===== src/rtl/memory_stage_pkg.sv =====
// Shared types and encodings for the memory stage: word type, NOP, opcodes,
// load/store funct3 codes, FSM states and request-formatting helpers.
package memory_stage_pkg;

   typedef logic [31:0] word_t;

   localparam word_t NOP = 32'h0000_0013;

   typedef enum logic [6:0] {
      OP_LUI    = 7'b0110111,
      OP_AUIPC  = 7'b0010111,
      OP_JAL    = 7'b1101111,
      OP_JALR   = 7'b1100111,
      OP_BRANCH = 7'b1100011,
      OP_LOAD   = 7'b0000011,
      OP_STORE  = 7'b0100011,
      OP_IMM    = 7'b0010011,
      OP_REG    = 7'b0110011
   } opcode_t;

   // Load and store codes share values, so they cannot live in one enum.
   typedef logic [2:0] mem_f3_t;
   localparam mem_f3_t LB  = 3'b000;
   localparam mem_f3_t LH  = 3'b001;
   localparam mem_f3_t LW  = 3'b010;
   localparam mem_f3_t LBU = 3'b100;
   localparam mem_f3_t LHU = 3'b101;
   localparam mem_f3_t SB  = 3'b000;
   localparam mem_f3_t SH  = 3'b001;
   localparam mem_f3_t SW  = 3'b010;

   typedef enum logic [1:0] {
      IDLE,
      ACCESS,
      DONE
   } memstate_t;

   function automatic logic f3_supported(input logic is_store, input mem_f3_t f3);
      logic ok;
      if (is_store)
         ok = (f3 == SB) || (f3 == SH) || (f3 == SW);
      else
         ok = (f3 == LB) || (f3 == LH) || (f3 == LW) || (f3 == LBU) || (f3 == LHU);
      return ok;
   endfunction

   function automatic logic is_misaligned(input mem_f3_t f3, input logic [1:0] a);
      logic mis;
      case (f3[1:0])
         2'b01:   mis = a[0];
         2'b10:   mis = (a != 2'b00);
         default: mis = 1'b0;
      endcase
      return mis;
   endfunction

   // Access width lives in funct3[1:0] for both loads and stores.
   function automatic logic [3:0] mem_be(input mem_f3_t f3, input logic [1:0] a);
      logic [3:0] be;
      case (f3[1:0])
         2'b00:   be = 4'b0001 << a;
         2'b01:   be = 4'b0011 << {a[1], 1'b0};
         default: be = 4'b1111;
      endcase
      return be;
   endfunction

   function automatic word_t store_wdata(input mem_f3_t f3, input word_t d);
      word_t w;
      case (f3[1:0])
         2'b00:   w = {4{d[7:0]}};
         2'b01:   w = {2{d[15:0]}};
         default: w = d;
      endcase
      return w;
   endfunction

endpackage


===== src/rtl/memory_stage_if.sv =====
// Data-memory request/response bus between the memory stage (master) and
// the data memory (slave).
interface memory_stage_if;
   import memory_stage_pkg::*;

   logic       dmem_req;
   logic       dmem_we;
   word_t      dmem_addr;
   word_t      dmem_wdata;
   logic [3:0] dmem_be;
   logic       dmem_ack;
   word_t      dmem_rdata;

   modport master (
      output dmem_req, dmem_we, dmem_addr, dmem_wdata, dmem_be,
      input  dmem_ack, dmem_rdata
   );

   modport slave (
      input  dmem_req, dmem_we, dmem_addr, dmem_wdata, dmem_be,
      output dmem_ack, dmem_rdata
   );

endinterface


===== src/rtl/memory_stage_load_format.sv =====
// Load result formatting: picks the byte/halfword lane from the read word and
// sign- or zero-extends it according to funct3.
module load_format
   import memory_stage_pkg::*;
(
   input  word_t      rdata,
   input  logic [1:0] addr,
   input  mem_f3_t    funct3,
   output word_t      result
);

   word_t       shifted;
   logic [7:0]  lane_b;
   logic [15:0] lane_h;

   always_comb begin
      shifted = rdata >> {addr, 3'b000};
      lane_b  = shifted[7:0];
      lane_h  = addr[1] ? rdata[31:16] : rdata[15:0];
      case (funct3)
         LB:      result = {{24{lane_b[7]}}, lane_b};
         LH:      result = {{16{lane_h[15]}}, lane_h};
         LW:      result = rdata;
         LBU:     result = {24'h0, lane_b};
         LHU:     result = {16'h0, lane_h};
         default: result = '0;
      endcase
   end

endmodule


===== src/rtl/memory_stage.sv =====
// Pipeline memory stage: passes non-memory instructions through and runs
// load/store transactions on the data-memory bus with timeout and hold support.
module memory_stage
   import memory_stage_pkg::*;
#(
   parameter int unsigned ACK_TIMEOUT = 64
) (
   input  logic          clk,
   input  logic          rst,
   input  logic          stall_m,
   input  word_t         pc_in,
   input  word_t         instr_in,
   input  word_t         data_in,
   input  word_t         store_data_in,
   output word_t         pc_out,
   output word_t         instr_out,
   output word_t         data_out,
   output logic          misalign_out,
   output logic          fault_out,
   output logic          busy_m,
   memory_stage_if.master dmem
);

   localparam int unsigned CW = $clog2(ACK_TIMEOUT + 1);

   memstate_t   state;
   word_t       req_pc;
   word_t       req_instr;
   word_t       req_addr;
   word_t       buf_data;
   logic        buf_fault;
   logic [CW-1:0] tmo_cnt;

   logic        is_load;
   logic        is_store;
   logic        is_mem;
   logic        f3_ok;
   logic        mis;
   logic        start;
   logic        tmo_hit;
   logic        req_is_store;
   word_t       load_res;
   word_t       res_data;
   logic        res_fault;

   load_format u_load_format (
      .rdata  (dmem.dmem_rdata),
      .addr   (req_addr[1:0]),
      .funct3 (req_instr[14:12]),
      .result (load_res)
   );

   always_comb begin
      is_load      = (instr_in[6:0] == OP_LOAD);
      is_store     = (instr_in[6:0] == OP_STORE);
      is_mem       = is_load || is_store;
      f3_ok        = f3_supported(is_store, instr_in[14:12]);
      mis          = is_misaligned(instr_in[14:12], data_in[1:0]);
      start        = (state == IDLE) && is_mem && f3_ok && !mis;
      tmo_hit      = (state == ACCESS) && !dmem.dmem_ack && (tmo_cnt == CW'(ACK_TIMEOUT - 1));
      req_is_store = (req_instr[6:0] == OP_STORE);
      res_fault    = tmo_hit;
      res_data     = tmo_hit ? '0 : (req_is_store ? req_addr : load_res);
      // The timeout cycle also completes the instruction, so upstream must advance.
      busy_m       = start || ((state == ACCESS) && !dmem.dmem_ack && !tmo_hit);
   end

   always_ff @(posedge clk or negedge rst) begin
      if (!rst) begin
         state           <= IDLE;
         dmem.dmem_req   <= 1'b0;
         dmem.dmem_we    <= 1'b0;
         dmem.dmem_be    <= '0;
         dmem.dmem_addr  <= '0;
         dmem.dmem_wdata <= '0;
         pc_out          <= '0;
         instr_out       <= NOP;
         data_out        <= '0;
         misalign_out    <= 1'b0;
         fault_out       <= 1'b0;
         tmo_cnt         <= '0;
         req_pc          <= '0;
         req_instr       <= NOP;
         req_addr        <= '0;
         buf_data        <= '0;
         buf_fault       <= 1'b0;
      end else begin
         case (state)
            IDLE: begin
               if (start) begin
                  dmem.dmem_req   <= 1'b1;
                  dmem.dmem_we    <= is_store;
                  dmem.dmem_addr  <= {data_in[31:2], 2'b00};
                  dmem.dmem_be    <= mem_be(instr_in[14:12], data_in[1:0]);
                  dmem.dmem_wdata <= store_wdata(instr_in[14:12], store_data_in);
                  req_pc          <= pc_in;
                  req_instr       <= instr_in;
                  req_addr        <= data_in;
                  tmo_cnt         <= '0;
                  state           <= ACCESS;
               end else if (!stall_m) begin
                  pc_out       <= pc_in;
                  instr_out    <= instr_in;
                  data_out     <= (is_mem && !f3_ok) ? '0 : data_in;
                  misalign_out <= is_mem && f3_ok && mis;
                  fault_out    <= is_mem && !f3_ok;
               end
            end
            ACCESS: begin
               if (dmem.dmem_ack || tmo_hit) begin
                  dmem.dmem_req <= 1'b0;
                  dmem.dmem_we  <= 1'b0;
                  if (!stall_m) begin
                     pc_out       <= req_pc;
                     instr_out    <= req_instr;
                     data_out     <= res_data;
                     misalign_out <= 1'b0;
                     fault_out    <= res_fault;
                     state        <= IDLE;
                  end else begin
                     buf_data  <= res_data;
                     buf_fault <= res_fault;
                     state     <= DONE;
                  end
               end else begin
                  tmo_cnt <= tmo_cnt + CW'(1);
               end
            end
            DONE: begin
               if (!stall_m) begin
                  pc_out       <= req_pc;
                  instr_out    <= req_instr;
                  data_out     <= buf_data;
                  misalign_out <= 1'b0;
                  fault_out    <= buf_fault;
                  state        <= IDLE;
               end
            end
            default: state <= IDLE;
         endcase
      end
   end

endmodule


===== src/flat_wrapper.sv =====
// flat-port wrapper written by rule: the top's interface ports become plain ports
module memory_stage_flat import memory_stage_pkg::*;
#(
   parameter int unsigned ACK_TIMEOUT = 64
)
  (clk, rst, stall_m, pc_in, instr_in, data_in, store_data_in, pc_out, instr_out, data_out, misalign_out, fault_out, busy_m, dmem_dmem_req, dmem_dmem_we, dmem_dmem_addr, dmem_dmem_wdata, dmem_dmem_be, dmem_dmem_ack, dmem_dmem_rdata);
  memory_stage_if dmem_i ();
  input  logic clk;
  input  logic rst;
  input  logic stall_m;
  input  word_t pc_in;
  input  word_t instr_in;
  input  word_t data_in;
  input  word_t store_data_in;
  output word_t pc_out;
  output word_t instr_out;
  output word_t data_out;
  output logic misalign_out;
  output logic fault_out;
  output logic busy_m;
  output wire logic [$bits(dmem_i.dmem_req)-1:0] dmem_dmem_req;
  output wire logic [$bits(dmem_i.dmem_we)-1:0] dmem_dmem_we;
  output wire logic [$bits(dmem_i.dmem_addr)-1:0] dmem_dmem_addr;
  output wire logic [$bits(dmem_i.dmem_wdata)-1:0] dmem_dmem_wdata;
  output wire logic [$bits(dmem_i.dmem_be)-1:0] dmem_dmem_be;
  input wire logic [$bits(dmem_i.dmem_ack)-1:0] dmem_dmem_ack;
  input wire logic [$bits(dmem_i.dmem_rdata)-1:0] dmem_dmem_rdata;
  assign dmem_dmem_req = dmem_i.dmem_req;
  assign dmem_dmem_we = dmem_i.dmem_we;
  assign dmem_dmem_addr = dmem_i.dmem_addr;
  assign dmem_dmem_wdata = dmem_i.dmem_wdata;
  assign dmem_dmem_be = dmem_i.dmem_be;
  assign dmem_i.dmem_ack = dmem_dmem_ack;
  assign dmem_i.dmem_rdata = dmem_dmem_rdata;
  memory_stage #(.ACK_TIMEOUT(ACK_TIMEOUT)) u_core (.clk(clk), .rst(rst), .stall_m(stall_m), .pc_in(pc_in), .instr_in(instr_in), .data_in(data_in), .store_data_in(store_data_in), .pc_out(pc_out), .instr_out(instr_out), .data_out(data_out), .misalign_out(misalign_out), .fault_out(fault_out), .busy_m(busy_m), .dmem(dmem_i));
endmodule

===== config.mk =====
export PLATFORM = sky130hd
export DESIGN_NAME = memory_stage_flat
export DESIGN_NICKNAME = d
export VERILOG_FILES = /design/src/rtl/memory_stage_pkg.sv /design/src/rtl/memory_stage_if.sv /design/src/rtl/memory_stage_load_format.sv /design/src/rtl/memory_stage.sv /design/src/flat_wrapper.sv
export SDC_FILE = /design/constraint.sdc
export NUM_CORES = 1
export LEC_CHECK = 0
export ABC_AREA = 1
export ABC_CLOCK_PERIOD_IN_PS = 2500
export CORE_MARGIN = 4
export CORE_UTILIZATION = 30
export CTS_CLUSTER_DIAMETER = 150
export CTS_CLUSTER_SIZE = 24
export DETAILED_ROUTE_END_ITERATION = 8
export GPL_TIMING_DRIVEN = 0
export PLACE_DENSITY = 0.53
export SLEW_MARGIN = 20
export SYNTH_ARGS = -nofsm -noshare
export SYNTH_HDL_FRONTEND = slang
export SYNTH_SLANG_ARGS = --single-unit

===== constraint.sdc =====
create_clock -name clk -period 2.5 [get_ports clk]
set_input_delay 0.5 -clock clk [delete_from_list [all_inputs] [get_ports clk]]
set_output_delay 0.5 -clock clk [all_outputs]
set_load 0.01 [all_outputs]

# After elaboration in Yosys (flattened, before gate mapping)

Index checks and enable logic that the tools add are counted.

Register bits: 304
Bits in latches: 0
Bits in writable memories: 0
Memory bits (read-only): 0
Input bits: 164
Output and inout bits: 169
Word-level logic and storage cells: 127
Memories kept: 0

Add/subtract/negate cells: 1
Multipliers: 0
Div/mod/pow operators: 0
Magnitude comparators: 0
Eq/ne operators: 23
Shift-type cells: 3
Muxes and demuxes: 49
Bitwise logic cells: 0
Reductions and logical operators: 34

Operators by type and width:

| operator                                                        | number |
|---|---|
| 32-bit 2-to-1 mux                                               | 16 |
| 32-bit case mux with 3 select lines                             | 3 |
| 32-bit case mux with 5 select lines                             | 1 |
| 32-bit case mux with 2 select lines                             | 1 |
| 32-bit by 5-bit >> shifter with 8-bit output                    | 1 |
| 7-bit by 6-bit == test with 1-bit output, second input constant | 3 |
| 16-bit 2-to-1 mux                                               | 1 |
| 7-bit 2-to-1 mux                                                | 2 |
| 7-bit case mux with 2 select lines                              | 1 |
| 1-bit 2-to-1 mux                                                | 13 |
| 3-bit == test, second input constant                            | 4 |
| 2-bit != test, second input constant                            | 6 |
| 3-bit AND reduction                                             | 4 |
| 1-bit logical AND                                               | 9 |
| 2-bit 2-to-1 mux                                                | 4 |
| 4-bit case mux with 2 select lines                              | 1 |
| 7-bit by 1-bit adder with 7-bit output, second input constant   | 1 |
| 7-bit by 2-bit == test with 1-bit output, second input constant | 1 |
| 1-bit logical OR                                                | 7 |
| 3-bit by 1-bit == test with 1-bit output, second input constant | 2 |
| 3-bit by 2-bit == test with 1-bit output, second input constant | 2 |
| 3-bit logical NOT                                               | 2 |
| 1-bit case mux with 2 select lines                              | 3 |
| 1-bit case mux with 3 select lines                              | 2 |
| other kinds (13)                                                | 20 |

# Depth between registers and ports, before layout

Gate-level depths: netlist of the first run.

Word-level depth: 12
Gate-level depth with buffers: 14
Depth with buffers taken out: 13

# By module

A second synthesis of the first run with hierarchy kept.

Cells, all modules: 1973
Area, all modules: 14521.4 µm²

By module, submodules not included:

| module       | times used | cells each | area each (µm²) | sequential area each (µm²) |
|---|---|---|---|---|
| memory_stage | 1          | 1770       | 13581.8         | 6864.1 |
| load_format  | 1          | 203        | 939.7           | 0.0 |

# Worst setup path before layout of the first run

Ideal clock, no wire load.

Path type: input to output
Start point: input instr_in[13]
End point: output busy_m
Arrival: 1830 ps
Required time: 2000 ps
Slack: 170 ps
Cell stages on the path: 9
Buffers on the path: 3
Cells stage by stage: inv_1 > ha_1 > buf_2 > o21a_1 > nand2_1 > nand4_4 > buf_2 > buf_2 > nand2_1

Longest elaborated chain between the ends: 9
Elaborated cells between the ends (all ways): 17
Those cells by class: 6 x eq/ne; 2 x mux; 9 x reduce/logical

Ends and longest elaborated chain:

| element                                                                              | line                                           | text |
|---|---|---|
| from (decl)                                                                          | flat_wrapper.sv:12                             | `input word_t instr_in;` |
| 3-bit by 1-bit == test with 1-bit output / 3-bit logical NOT (equally long branches) | memory_stage_pkg.sv:41, memory_stage_pkg.sv:43 |  |
| 1-bit logical OR (2 in a row)                                                        | memory_stage_pkg.sv:41, memory_stage_pkg.sv:43 |  |
| 1-bit logical OR (2 in a row)                                                        | memory_stage_pkg.sv:43                         | `ok = (f3 == LB) \|\| (f3 == LH) \|\| (f3 == LW) \|\| (f3 == LBU) \|\| (f3 == LHU);` |
| 1-bit 2-to-1 mux                                                                     | memory_stage_pkg.sv:40                         | `if (is_store)` |
| 1-bit logical AND                                                                    | memory_stage.sv:59                             | `start = (state == IDLE) && is_mem && f3_ok && !mis;` |
| 1-bit logical AND (*)                                                                | memory_stage.sv:59                             |  |
| 1-bit logical OR (*)                                                                 | memory_stage.sv:65                             | `busy_m = start \|\| ((state == ACCESS) && !dmem.dmem_ack && !tmo_hit);` |
| to (decl)                                                                            | flat_wrapper.sv:20                             | `output logic busy_m;` |

Mark *: on every way between the ends. The rest lies on a longest branch, timed or not.

# Worst setup path after layout of the first run

Start point: input instr_in[5]
End point: output busy_m

Longest elaborated chain between the ends: 6
Elaborated cells between the ends (all ways): 8
Those cells by class: 2 x eq/ne; 1 x mux; 5 x reduce/logical

Ends and longest elaborated chain:

| element                                                                                                     | line                                   | text |
|---|---|---|
| 7-bit by 2-bit == test with 1-bit output / 7-bit by 6-bit == test with 1-bit output (equally long branches) | memory_stage.sv:54, memory_stage.sv:55 |  |
| 1-bit logical OR                                                                                            | memory_stage.sv:56                     | `is_mem = is_load \|\| is_store;` |
| 1-bit logical AND                                                                                           | memory_stage.sv:59                     |  |
| 1-bit logical AND (*) (2 in a row)                                                                          | memory_stage.sv:59                     |  |
| 1-bit logical OR (*)                                                                                        | memory_stage.sv:65                     |  |

Marked as above.

==> Flow_metrics.wiki, run 1 <==
{| class="wikitable"
! Metric !! Value
|-
| Reg2Reg Setup Slack || 0.13 ns
|-
| Internal Power || 12,100 uW
|-
| Actual slew at the worst max-slew pin || 0.757 ns
|-
| Number of iterations in the first detailed-routing pass || 5
|-
| Library cells used by synthesis || 37
|-
| Sequential cell fraction of total power || 0.321
|-
| Crit. End Element || output port
|-
| Detailed Route WL || 55,500 um
|-
| EDFF count, synth || 0
|-
| Share of power burned in combinational logic || 0.554
|-
| Switching Fraction || 0.442
|-
| Net count of the finished layout || 2,450
|-
| TritonCTS clock tree || yes
|-
| Cells on Worst Hold Path || 3
|-
| Period utilisation layout || 0.959
|-
| Max rail drop VDD || 0.000538 V
|-
| Most Used Layer, Global Route || met2
|-
| Startpoint kind of the worst setup timing path || primary input
|-
| Root cell of the clock tree || sky130_fd_sc_hd__clkbuf_16
|-
| Initial antenna violation count || 8
|-
| Peak per-stage delay on the critical path || 0.46 ns
|-
| Shortest period the worst path allows || 2.40 ns
|-
| Power share of the clock group || 0.125
|-
| Register area share after synthesis || 0.484
|-
| Async SR Flop Fraction || 1.00
|-
| Crit Path Category || primary input to output port
|-
| DIE HEIGHT || 225 um
|-
| Worst-case setup slack after placement || -1.44 ns
|-
| # port buffers || 330
|-
| Power per Cell Area || 1150 nW/um2
|-
| CP arrival || 1.90 ns
|-
| Commonest non-fill, non-tap cells in the layout || sky130_fd_sc_hd__nand2_1, sky130_fd_sc_hd__clkdlybuf4s50_1, sky130_fd_sc_hd__dfrtp_1, sky130_fd_sc_hd__o21ai_0, sky130_fd_sc_hd__inv_1
|-
| Final worst slack || 0.102 ns
|-
| Overall power after layout || 21,800 uW
|-
| Leakage component of the power || 0.00927 uW
|-
| Pin count of the biggest net entering global routing || 91
|-
| Io pins || 333
|-
| Syn. warnings || 0
|-
| Placeable Area || 46,700 um2
|-
| Synth Area per Inst || 7.41 um2
|-
| Reg2reg end || u_core.buf_data[26]
|-
| Worst-case clock buffer depth || 3
|-
| Clock Pin Slew Worst Setup and Hold Paths || 0.12 ns
|-
| GR Util met3 || 0.0518
|-
| Detailed-route vias per instance || 4.83
|-
| Placer's final routability congestion estimate || 0.919
|-
| Worst Path Max Fanout || 11
|-
| Syn Inst Count || 1,914
|-
| Final antenna-violating net count || 0
|-
| Slowest cell on the critical path || sky130_fd_sc_hd__clkdlybuf4s50_1
|-
| Total count of hold-check failures in the final report || 0
|-
| Horiz. Die Dim || 225 um
|-
| Count of max-cap constraint violations || 0
|-
| Number of vias after detailed routing || 13,958
|-
| Netlist Area Pre-Place || 14,200 um2
|-
| Insertion delay of the later-clocked pin in the worst-skew pair || 0.53 ns
|-
| Area overhead of the layout relative to synthesis || 33.8%
|-
| Cell occurring most often along the worst timing path || sky130_fd_sc_hd__buf_6
|-
| Maximum clock rate || 417 MHz
|-
| Wire length of the first global-routing pass || 83,400 um
|-
| Flip-flop cell with the highest count after synthesis || sky130_fd_sc_hd__dfrtp_1
|-
| Met2 track demand over resource in global routing || 0.339
|-
| Start point of the worst min-delay path || instr_in[13]
|-
| Run status || finished clean
|-
| Reg2Reg Depth || 9
|-
| Min-delay worst type || primary input to flop
|-
| Worst path cell trace || clkdlybuf4s50_1 -> inv_1 -> nor3_2 -> nand3_2 -> nand4_4 -> buf_6 -> nand2_2 -> buf_6
|-
| Std-Cell Rows || 79
|-
| Wire length per cell || 19.2 um
|-
| Number of buffers created by CTS || 15
|-
| Final Max Tran Viols || 0
|-
| Number of synthesized register bits || 274
|-
| Aggregate global-route resource usage || 0.212
|-
| Fraction of met1 tracks used by global routing || 0.293
|-
| Cell type group with the largest total delay on the critical path || buffers and inverters
|-
| Hold Worst Slack || 0.398 ns
|-
| Starting utilization of the core area || 0.304
|-
| Clk_skew || 0.0357 ns
|-
| Area of the die || 50,800 um2
|-
| Terminating pin of the worst hold path || u_core.req_instr[13]
|-
| H-tree level count || 1
|-
| Placed wire-length estimate after detailed placement || 42,700 um
|-
| Relative slew slack || 0.496
|-
| Sw Pwr || 9630 uW
|-
| Iteration-0 DRC count of the detailed router || 987
|-
| Vias in the first global route || 13,722
|-
| Worst Path Required || 2.00 ns
|-
| Most common library cell in the layout ignoring fill and taps || sky130_fd_sc_hd__nand2_1
|-
| Unrepaired setup endpoints after global routing || true
|-
| Combined buffer and inverter count along the critical path || 4
|-
| TritonCTS sink count || 274
|-
| Final-report setup violation count || 0
|-
| Startpoint of the lowest-slack register-to-register path || u_core.state[0]
|-
| Fraction of final layout cells with drive strength greater than 1 || 0.0789
|-
| Number of remaining DRC errors || 0
|-
| Remaining global-route overflow || 0
|}
-- cell usage after synthesis (2+ instances only) --
cell | count | share of area
sky130_fd_sc_hd__nand4_1 | 16 | 0.0071
sky130_fd_sc_hd__inv_2 | 7 | 0.0019
sky130_fd_sc_hd__inv_1 | 154 | 0.041
sky130_fd_sc_hd__nand4_4 | 2 | 0.0030
sky130_fd_sc_hd__buf_1 | 12 | 0.0032
sky130_fd_sc_hd__o22ai_1 | 3 | 0.0013
sky130_fd_sc_hd__nand2_2 | 2 | 0.00088
sky130_fd_sc_hd__a21oi_1 | 59 | 0.021
sky130_fd_sc_hd__nor2_2 | 2 | 0.00088
sky130_fd_sc_hd__buf_2 | 41 | 0.014
sky130_fd_sc_hd__ha_1 | 8 | 0.0071
sky130_fd_sc_hd__nand3_1 | 120 | 0.042
sky130_fd_sc_hd__nor2_4 | 3 | 0.0024
sky130_fd_sc_hd__o211ai_1 | 7 | 0.0037
sky130_fd_sc_hd__buf_6 | 11 | 0.0087
sky130_fd_sc_hd__nor3_1 | 3 | 0.0011
sky130_fd_sc_hd__clkbuf_1 | 44 | 0.012
sky130_fd_sc_hd__dfstp_2 | 6 | 0.011
sky130_fd_sc_hd__buf_4 | 38 | 0.020
sky130_fd_sc_hd__o21ai_1 | 53 | 0.019
sky130_fd_sc_hd__nor2_1 | 66 | 0.017
sky130_fd_sc_hd__xor2_1 | 5 | 0.0031
sky130_fd_sc_hd__o21ai_0 | 225 | 0.079
sky130_fd_sc_hd__nand2_1 | 747 | 0.20
sky130_fd_sc_hd__dfrtp_1 | 268 | 0.47
-- worst max path at each step --
stage,start,to,slack [ns],depth (start not counted)
6_report,instr_in[5],busy_m,0.10,8
5_1_grt,u_core.state[1],u_core.buf_data[24],-0.02,11
4_1_cts,instr_in[4],busy_m,-0.02,9
3_5_place_dp,instr_in[13],busy_m,-1.44,11
3_3_place_gp,rst,u_core.data_out[30],-11.74,1
2_1_floorplan,instr_in[13],busy_m,0.17,9
-- metrics by stage --
step,area [um2],util,setup TNS [ns],std cells
after floorplan,14200,-,0,1915
after global placement,18200,0.391,-3304.11,2852
after detailed placement,18300,0.393,-129.90,2855
after CTS,18900,0.405,-0.0211,2887
after global routing,19000,0.406,-0.0280,2890
final,19000,0.407,0,2892
-- state kept, by name (all words and copies together), names as in the netlist --
register	count
u_core.pc_out	32
u_core.req_addr	31
u_core.dmem.dmem_we	1
u_core.data_out	32
u_core.state	2
u_core.req_pc	32
u_core.instr_out	32
u_core.dmem.dmem_be	4
u_core.dmem.dmem_addr	1
u_core.misalign_out	1
u_core.dmem.dmem_wdata	32
u_core.req_instr	32
u_core.dmem.dmem_req	1
u_core.buf_data	32
u_core.tmo_cnt	7
u_core.fault_out	1
u_core.buf_fault	1
-- power groups by stage --
stage          Sequential, uW  Clock [uW]  Combinational [uW]
2_1_floorplan            7320           0                6480
3_3_place_gp             7070           0               11800
3_5_place_dp             7080           0               12000
4_1_cts                  7000        2850               12100
5_1_grt                  7170        2970               13500
6_report                 6990        2720               12100
-- what timing repair did --
action                                  in CTS  in global routing
pin swaps                                    7                  2
gates resized for setup                     42                 14
endpoints found under the hold margin       38                  0
hold buffers                                 1                  0
setup buffers                               11                  3
endpoints found under the setup margin     121                 37
-- per-layer routing --
layer	up-vias	wire length (um)
met5	-	57
met4	10	1380
met3	71	4110
met2	466	24700
met1	6655	25300
li1	6756	-
-- worst register-to-register path: stages (launching register included) --
cell                       delay, ns
sky130_fd_sc_hd__dfrtp_1        0.42
sky130_fd_sc_hd__buf_4          0.14
sky130_fd_sc_hd__ha_1           0.23
sky130_fd_sc_hd__inv_2          0.16
sky130_fd_sc_hd__nor2_2         0.08
sky130_fd_sc_hd__nand3_2        0.18
sky130_fd_sc_hd__clkbuf_1       0.49
sky130_fd_sc_hd__buf_2          0.36
sky130_fd_sc_hd__nand3_1        0.12
sky130_fd_sc_hd__o21ai_1        0.13
-- cells by family after synthesis --
group                    after synthesis  share of synthesized area
AO/OA/AOI/OAI                        353                      0.128
XOR/XNOR                               5                    0.00309
adder cells (fa/ha/maj)                8                    0.00706
buffers and inverters                309                      0.101
flip-flops                           274                      0.484
other                                  1                   0.000264
AND/OR/NAND/NOR                      964                      0.276
-- cell type report --
cell class | count | area [um2]
timing repair buffer | 348 | 3510
antenna | 3 | 7.51
clock inverter | 1 | 16.3
fill | 4859 | 27700
tap | 607 | 759
inverter | 162 | 612
multi-input combinational | 1332 | 5960
clock buffer | 20 | 394
sequential | 274 | 6860
buffer | 145 | 843
Note: power is estimated with default switching activity, not from simulation.
==> inputs of run 2 (changes only) <==
- CTS_CLUSTER_SIZE: 24 -> 20
- PLACE_DENSITY: 0.53 -> not set
==> Flow_metrics.wiki, run 2 (synthesized netlist as in run 1, its figures left out) <==
{| class="wikitable"
! Metric !! Value
|-
| Worst-case clock buffer depth || 3
|-
| Number of vias after detailed routing || 13,902
|-
| Pin count of the biggest net entering global routing || 90
|-
| CP arrival || 1.94 ns
|-
| Aggregate global-route resource usage || 0.212
|-
| Power per Cell Area || 1150 nW/um2
|-
| Max rail drop VDD || 0.000424 V
|-
| Post-route cell area || 19,100 um2
|-
| Shortest period the worst path allows || 2.44 ns
|-
| Detailed-route vias per instance || 4.80
|-
| Relative slew slack || 0.449
|-
| Clock Pin Slew Worst Setup and Hold Paths || 0.10 ns
|-
| Run status || finished clean
|-
| Core occupancy in the finished layout || 0.409
|-
| Placed wire-length estimate after detailed placement || 42,900 um
|-
| Post-detailed-placement cell area || 18,300 um2
|-
| Leakage component of the power || 0.00932 uW
|-
| Initial antenna violation count || 3
|-
| Startpoint kind of the worst setup timing path || primary input
|-
| Area overhead of the layout relative to synthesis || 34.5%
|-
| Internal Power || 12,300 uW
|-
| Std-Cell Rows || 79
|-
| Switching Fraction || 0.440
|-
| Commonest non-fill, non-tap cells in the layout || sky130_fd_sc_hd__nand2_1, sky130_fd_sc_hd__clkdlybuf4s50_1, sky130_fd_sc_hd__dfrtp_1, sky130_fd_sc_hd__o21ai_0, sky130_fd_sc_hd__inv_1
|-
| Number of iterations in the first detailed-routing pass || 6
|-
| Min-delay worst type || primary input to flop
|-
| DIE HEIGHT || 225 um
|-
| Wire length per cell || 19.1 um
|-
| # port buffers || 330
|-
| Final-report setup violation count || 0
|-
| Vias in the first global route || 13,820
|-
| Area of the die || 50,800 um2
|-
| Share of power burned in combinational logic || 0.552
|-
| Worst Path Required || 2.00 ns
|-
| Actual slew at the worst max-slew pin || 0.826 ns
|-
| Fraction of final layout cells with drive strength greater than 1 || 0.0808
|-
| Total count of hold-check failures in the final report || 0
|-
| Detailed Route WL || 55,300 um
|-
| TritonCTS clock tree || yes
|-
| Insertion delay of the later-clocked pin in the worst-skew pair || 0.53 ns
|-
| Horiz. Die Dim || 225 um
|-
| Remaining global-route overflow || 0
|-
| H-tree level count || 1
|-
| Root cell of the clock tree || sky130_fd_sc_hd__clkbuf_16
|-
| Filler Cells Inserted || 4,836
|-
| TritonCTS sink count || 274
|-
| Power share of the clock group || 0.130
|-
| Final antenna-violating net count || 0
|-
| Worst Path Max Fanout || 11
|-
| Iteration-0 DRC count of the detailed router || 967
|-
| Number of buffers created by CTS || 17
|-
| Crit. End Element || output port
|-
| Clk_skew || 0.0187 ns
|-
| Final Max Tran Viols || 0
|-
| Number of remaining DRC errors || 0
|-
| Starting utilization of the core area || 0.304
|-
| Io pins || 333
|-
| Period utilisation layout || 0.974
|-
| Placer's final routability congestion estimate || 0.928
|-
| Maximum clock rate || 411 MHz
|-
| Count of max-cap constraint violations || 0
|-
| Net count of the finished layout || 2,454
|-
| Placeable Area || 46,700 um2
|-
| Sequential cell fraction of total power || 0.318
|-
| Wire length of the first global-routing pass || 83,800 um
|-
| Overall power after layout || 22,000 uW
|-
| Crit Path Category || primary input to output port
|-
| Most common library cell in the layout ignoring fill and taps || sky130_fd_sc_hd__nand2_1
|-
| Sw Pwr || 9670 uW
|}
[run 2: changes by cell type in the layout (fill, tap and decap cells not counted), sizes merged]
| cell | before | now |
|---|---|---|
| buf | 118 | 120 |
| clkbuf | 66 | 71 |
| clkdlybuf4s15 | 1 | 0 |
| clkdlybuf4s50 | 320 | 321 |
| clkinv | 1 | 2 |
| diode | 3 | 1 |
| dlygate4sd2 | 3 | 1 |
| dlymetal6s2s | 4 | 5 |
[run 2: cell type report]
type                            instances  area [um2]  area share
Multi-Input combinational cell       1332        5980       0.314
Antenna cell                            1        2.50    0.000131
Clock inverter                          2        17.5    0.000919
Sequential cell                       274        6860       0.360
Tap cell                              607         759      0.0398
Clock buffer                           24         452      0.0237
Buffer                                145         843      0.0442
Timing Repair Buffer                  350        3530       0.185
Inverter                              162         614      0.0322
[run 2: power groups by stage]
stage	sequential, uW	combinational, uW	clock, uW
floorplan	7320	6480	0
global placement	7050	11800	0
detailed placement	7070	12000	0
CTS	7000	12200	3000
global route	7180	13600	3150
finish	6990	12100	2870
[run 2: path summary, 6_finish.rpt]
check / from / endpoint / slack (ns) / cells past startpoint
min in group asynchronous: rst / u_core.req_instr[28] / 0.48 / 2
min: instr_in[13] / u_core.req_instr[13] / 0.27 / 3
min reg2reg: u_core.instr_out[4] / u_core.instr_out[4] / 0.48 / 2
max reg2reg: u_core.state[1] / u_core.req_pc[4] / 0.12 / 10
max in group asynchronous: rst / u_core.req_addr[28] / 0.78 / 4
max: data_in[1] / busy_m / 0.06 / 8
[run 2: critical path: stages]
cell and delay, ns:
sky130_fd_sc_hd__clkdlybuf4s50_1 0.53, sky130_fd_sc_hd__inv_2 0.11, sky130_fd_sc_hd__o21ai_1 0.15, sky130_fd_sc_hd__nand2_2 0.12, sky130_fd_sc_hd__nand4_4 0.13, sky130_fd_sc_hd__buf_6 0.21, sky130_fd_sc_hd__nand2_4 0.06, sky130_fd_sc_hd__buf_6 0.12
[run 2: timing repair]
| item | 4_1_cts | 5_1_grt |
|---|---|---|
| gates cloned | 0 | 0 |
| hold buffers | 1 | 0 |
| pin swaps | 9 | 7 |
| resized for setup | 44 | 17 |
| setup buffers | 5 | 11 |
| endpoints found under the setup margin | 162 | 38 |
| endpoints found under the hold margin | 55 | 0 |
[run 2: layer usage]
metal / track usage / vias up / part of all wire
met3: 0.0451 / 75 / 0.074
met1: 0.296 / 6538 / 0.45
met2: 0.337 / 520 / 0.45
li1: - / 6763 / -
met4: 0.0533 / 6 / 0.029
met5: 0 / - / 0.00069
[run 2: per-stage QoR]
step / setup TNS (ns) / setup WS (ns) / hold slack (ns) / std cells
after global placement: -3260.20 / -11.55 / 0.458 / 2852
after CTS: -0.178 / -0.0408 / 0.366 / 2886
after detailed placement: -140.14 / -1.51 / 0.458 / 2855
after global routing: -0.0160 / -0.00647 / 0.294 / 2896
after floorplan: 0 / 0.170 / 0.204 / 1915
final: 0 / 0.0648 / 0.268 / 2897
==> inputs of run 3 (changes only) <==
- PLACE_DENSITY: not set -> 0.54
- TNS_END_PERCENT: not set -> 1
==> Flow_metrics.wiki, run 3 (synthesized netlist as in run 1, its figures left out) <==
{| class="wikitable"
! Metric !! Value
|-
| Run status || finished with violations
|-
| Failing checks || negative setup slack
|-
| Slowest cell on the critical path || sky130_fd_sc_hd__clkdlybuf4s50_1
|-
| Actual slew at the worst max-slew pin || 0.741 ns
|-
| Cell type group with the largest total delay on the critical path || buffers and inverters
|-
| Crit. End Element || output port
|-
| Number of buffers created by CTS || 17
|-
| Initial antenna violation count || 2
|-
| Clk_skew || 0.0294 ns
|-
| TritonCTS sink count || 274
|-
| Total count of hold-check failures in the final report || 0
|-
| Horiz. Die Dim || 225 um
|-
| Vias in the first global route || 13,720
|-
| Std-Cell Rows || 79
|-
| Unrepaired setup endpoints after global routing || true
|-
| Number of instances in the placed design || 2,855
|-
| Worst path cell trace || clkdlybuf4s50_1 -> o21ai_2 -> nand4_4 -> buf_6 -> buf_8 -> nand2_4 -> buf_2
|-
| Final antenna-violating net count || 0
|-
| H-tree level count || 1
|-
| Commonest non-fill, non-tap cells in the layout || sky130_fd_sc_hd__nand2_1, sky130_fd_sc_hd__clkdlybuf4s50_1, sky130_fd_sc_hd__dfrtp_1, sky130_fd_sc_hd__o21ai_0, sky130_fd_sc_hd__inv_1
|-
| Starting utilization of the core area || 0.304
|-
| Crit Path Category || primary input to output port
|-
| Worst-case setup slack after placement || -1.46 ns
|-
| Net count of the finished layout || 2,450
|-
| Peak per-stage delay on the critical path || 0.52 ns
|-
| CP arrival || 2.01 ns
|-
| Post-detailed-placement cell area || 18,300 um2
|-
| Pin count of the biggest net entering global routing || 85
|-
| Number of iterations in the first detailed-routing pass || 5
|-
| Aggregate global-route resource usage || 0.212
|-
| TritonCTS clock tree || yes
|-
| Period utilisation layout || 1.01
|-
| Layout Cells excl Fill || 2,889
|-
| Worst-case clock buffer depth || 3
|-
| Count of max-cap constraint violations || 0
|-
| Overall power after layout || 21,900 uW
|-
| Leakage component of the power || 0.00926 uW
|-
| Power per Cell Area || 1160 nW/um2
|-
| # port buffers || 330
|-
| Iteration-0 DRC count of the detailed router || 862
|-
| Final Max Tran Viols || 0
|-
| Insertion delay of the later-clocked pin in the worst-skew pair || 0.53 ns
|-
| Final worst slack || -0.0136 ns
|-
| Wire length of the first global-routing pass || 83,700 um
|-
| Number of remaining DRC errors || 0
|-
| Relative slew slack || 0.506
|-
| Area of the die || 50,800 um2
|-
| DIE HEIGHT || 225 um
|-
| Worst Path Max Fanout || 10
|-
| Filler Cells Inserted || 4,897
|-
| Most common library cell in the layout ignoring fill and taps || sky130_fd_sc_hd__nand2_1
|-
| Min-delay worst type || primary input to flop
|-
| Remaining global-route overflow || 0
|-
| Placeable Area || 46,700 um2
|-
| Detailed-route vias per instance || 4.84
|-
| Final-report setup violation count || 1
|-
| Fraction of final layout cells with drive strength greater than 1 || 0.0776
|-
| Hold Worst Slack || 0.284 ns
|-
| Combined buffer and inverter count along the critical path || 4
|-
| Post-route cell area || 19,000 um2
|-
| Root cell of the clock tree || sky130_fd_sc_hd__clkbuf_16
|-
| Wire length per cell || 19.2 um
|-
| Io pins || 333
|-
| Worst Path Required || 2.00 ns
|-
| Number of vias after detailed routing || 13,981
|-
| Max rail drop VDD || 0.000607 V
|-
| Clock Pin Slew Worst Setup and Hold Paths || 0.10 ns
|-
| Placer's final routability congestion estimate || 0.920
|-
| Shortest period the worst path allows || 2.51 ns
|-
| Startpoint kind of the worst setup timing path || primary input
|-
| Placed wire-length estimate after detailed placement || 42,900 um
|-
| Detailed Route WL || 55,500 um
|-
| Final antenna diode count || 0
|-
| Maximum clock rate || 398 MHz
|-
| Area overhead of the layout relative to synthesis || 33.7%
|}
[run 3: layer usage]
metal	track usage	part of all wire	routed length [um]	vias to the layer above
met4	0.0397	0.017	949	2
li1	-	-	-	6740
met5	0	0.00023	13	-
met3	0.0430	0.072	3970	50
met1	0.299	0.46	25300	6672
met2	0.342	0.46	25300	517
[run 3: worst paths after layout]
check	from	slack (ns)	end	cells after the start
setup / recovery	instr_in[14]	-0.01	busy_m	7
hold / removal	instr_in[13]	0.28	u_core.req_instr[13]	3
setup reg to reg	u_core.state[1]	0.14	u_core.buf_data[24]	11
hold reg to reg	u_core.instr_out[4]	0.48	u_core.instr_out[4]	2
max in group asynchronous	rst	0.84	u_core.data_out[26]	4
min in group asynchronous	rst	0.48	u_core.instr_out[27]	2
[run 3: what timing repair did]
action,in CTS,in global routing
setup buffers,6,4
gates resized for setup,40,10
endpoints found under the setup margin,132,44
hold buffers,1,0
pin swaps,5,3
endpoints found under the hold margin,43,0
gates cloned,0,0
[run 3: layout make-up]
cell class                      count  area [um2]  share of cell area
Buffer                            147         865              0.0456
Clock buffer                       22         444              0.0234
Clock inverter                      1        8.76            0.000462
Inverter                          162         612              0.0323
Multi-Input combinational cell   1332        5940               0.313
Sequential cell                   274        6860               0.362
Tap cell                          607         759              0.0401
Timing Repair Buffer              344        3460               0.183
[run 3: tightest hold or removal path, cell delays in order]
cell and delay (ns):
sky130_fd_sc_hd__clkbuf_2 0.10, sky130_fd_sc_hd__inv_2 0.09, sky130_fd_sc_hd__o21ai_0 0.08
[run 3: through the flow]
step / TNS [ns] / util
2_1_floorplan: 0 / -
3_3_place_gp: -3304.37 / 0.391
3_5_place_dp: -130.39 / 0.393
4_1_cts: -0.0712 / 0.405
5_1_grt: -0.359 / 0.406
6_report: -0.0136 / 0.406
[run 3: where the power goes]
group          leakage (uW)  total, uW  internal [uW]  switching, uW
Sequential          0.00331       6980           6130            851
Combinational       0.00573      12000           4850           7180
Clock              0.000220       2890           1260           1630
Total               0.00926      21900          12200           9660
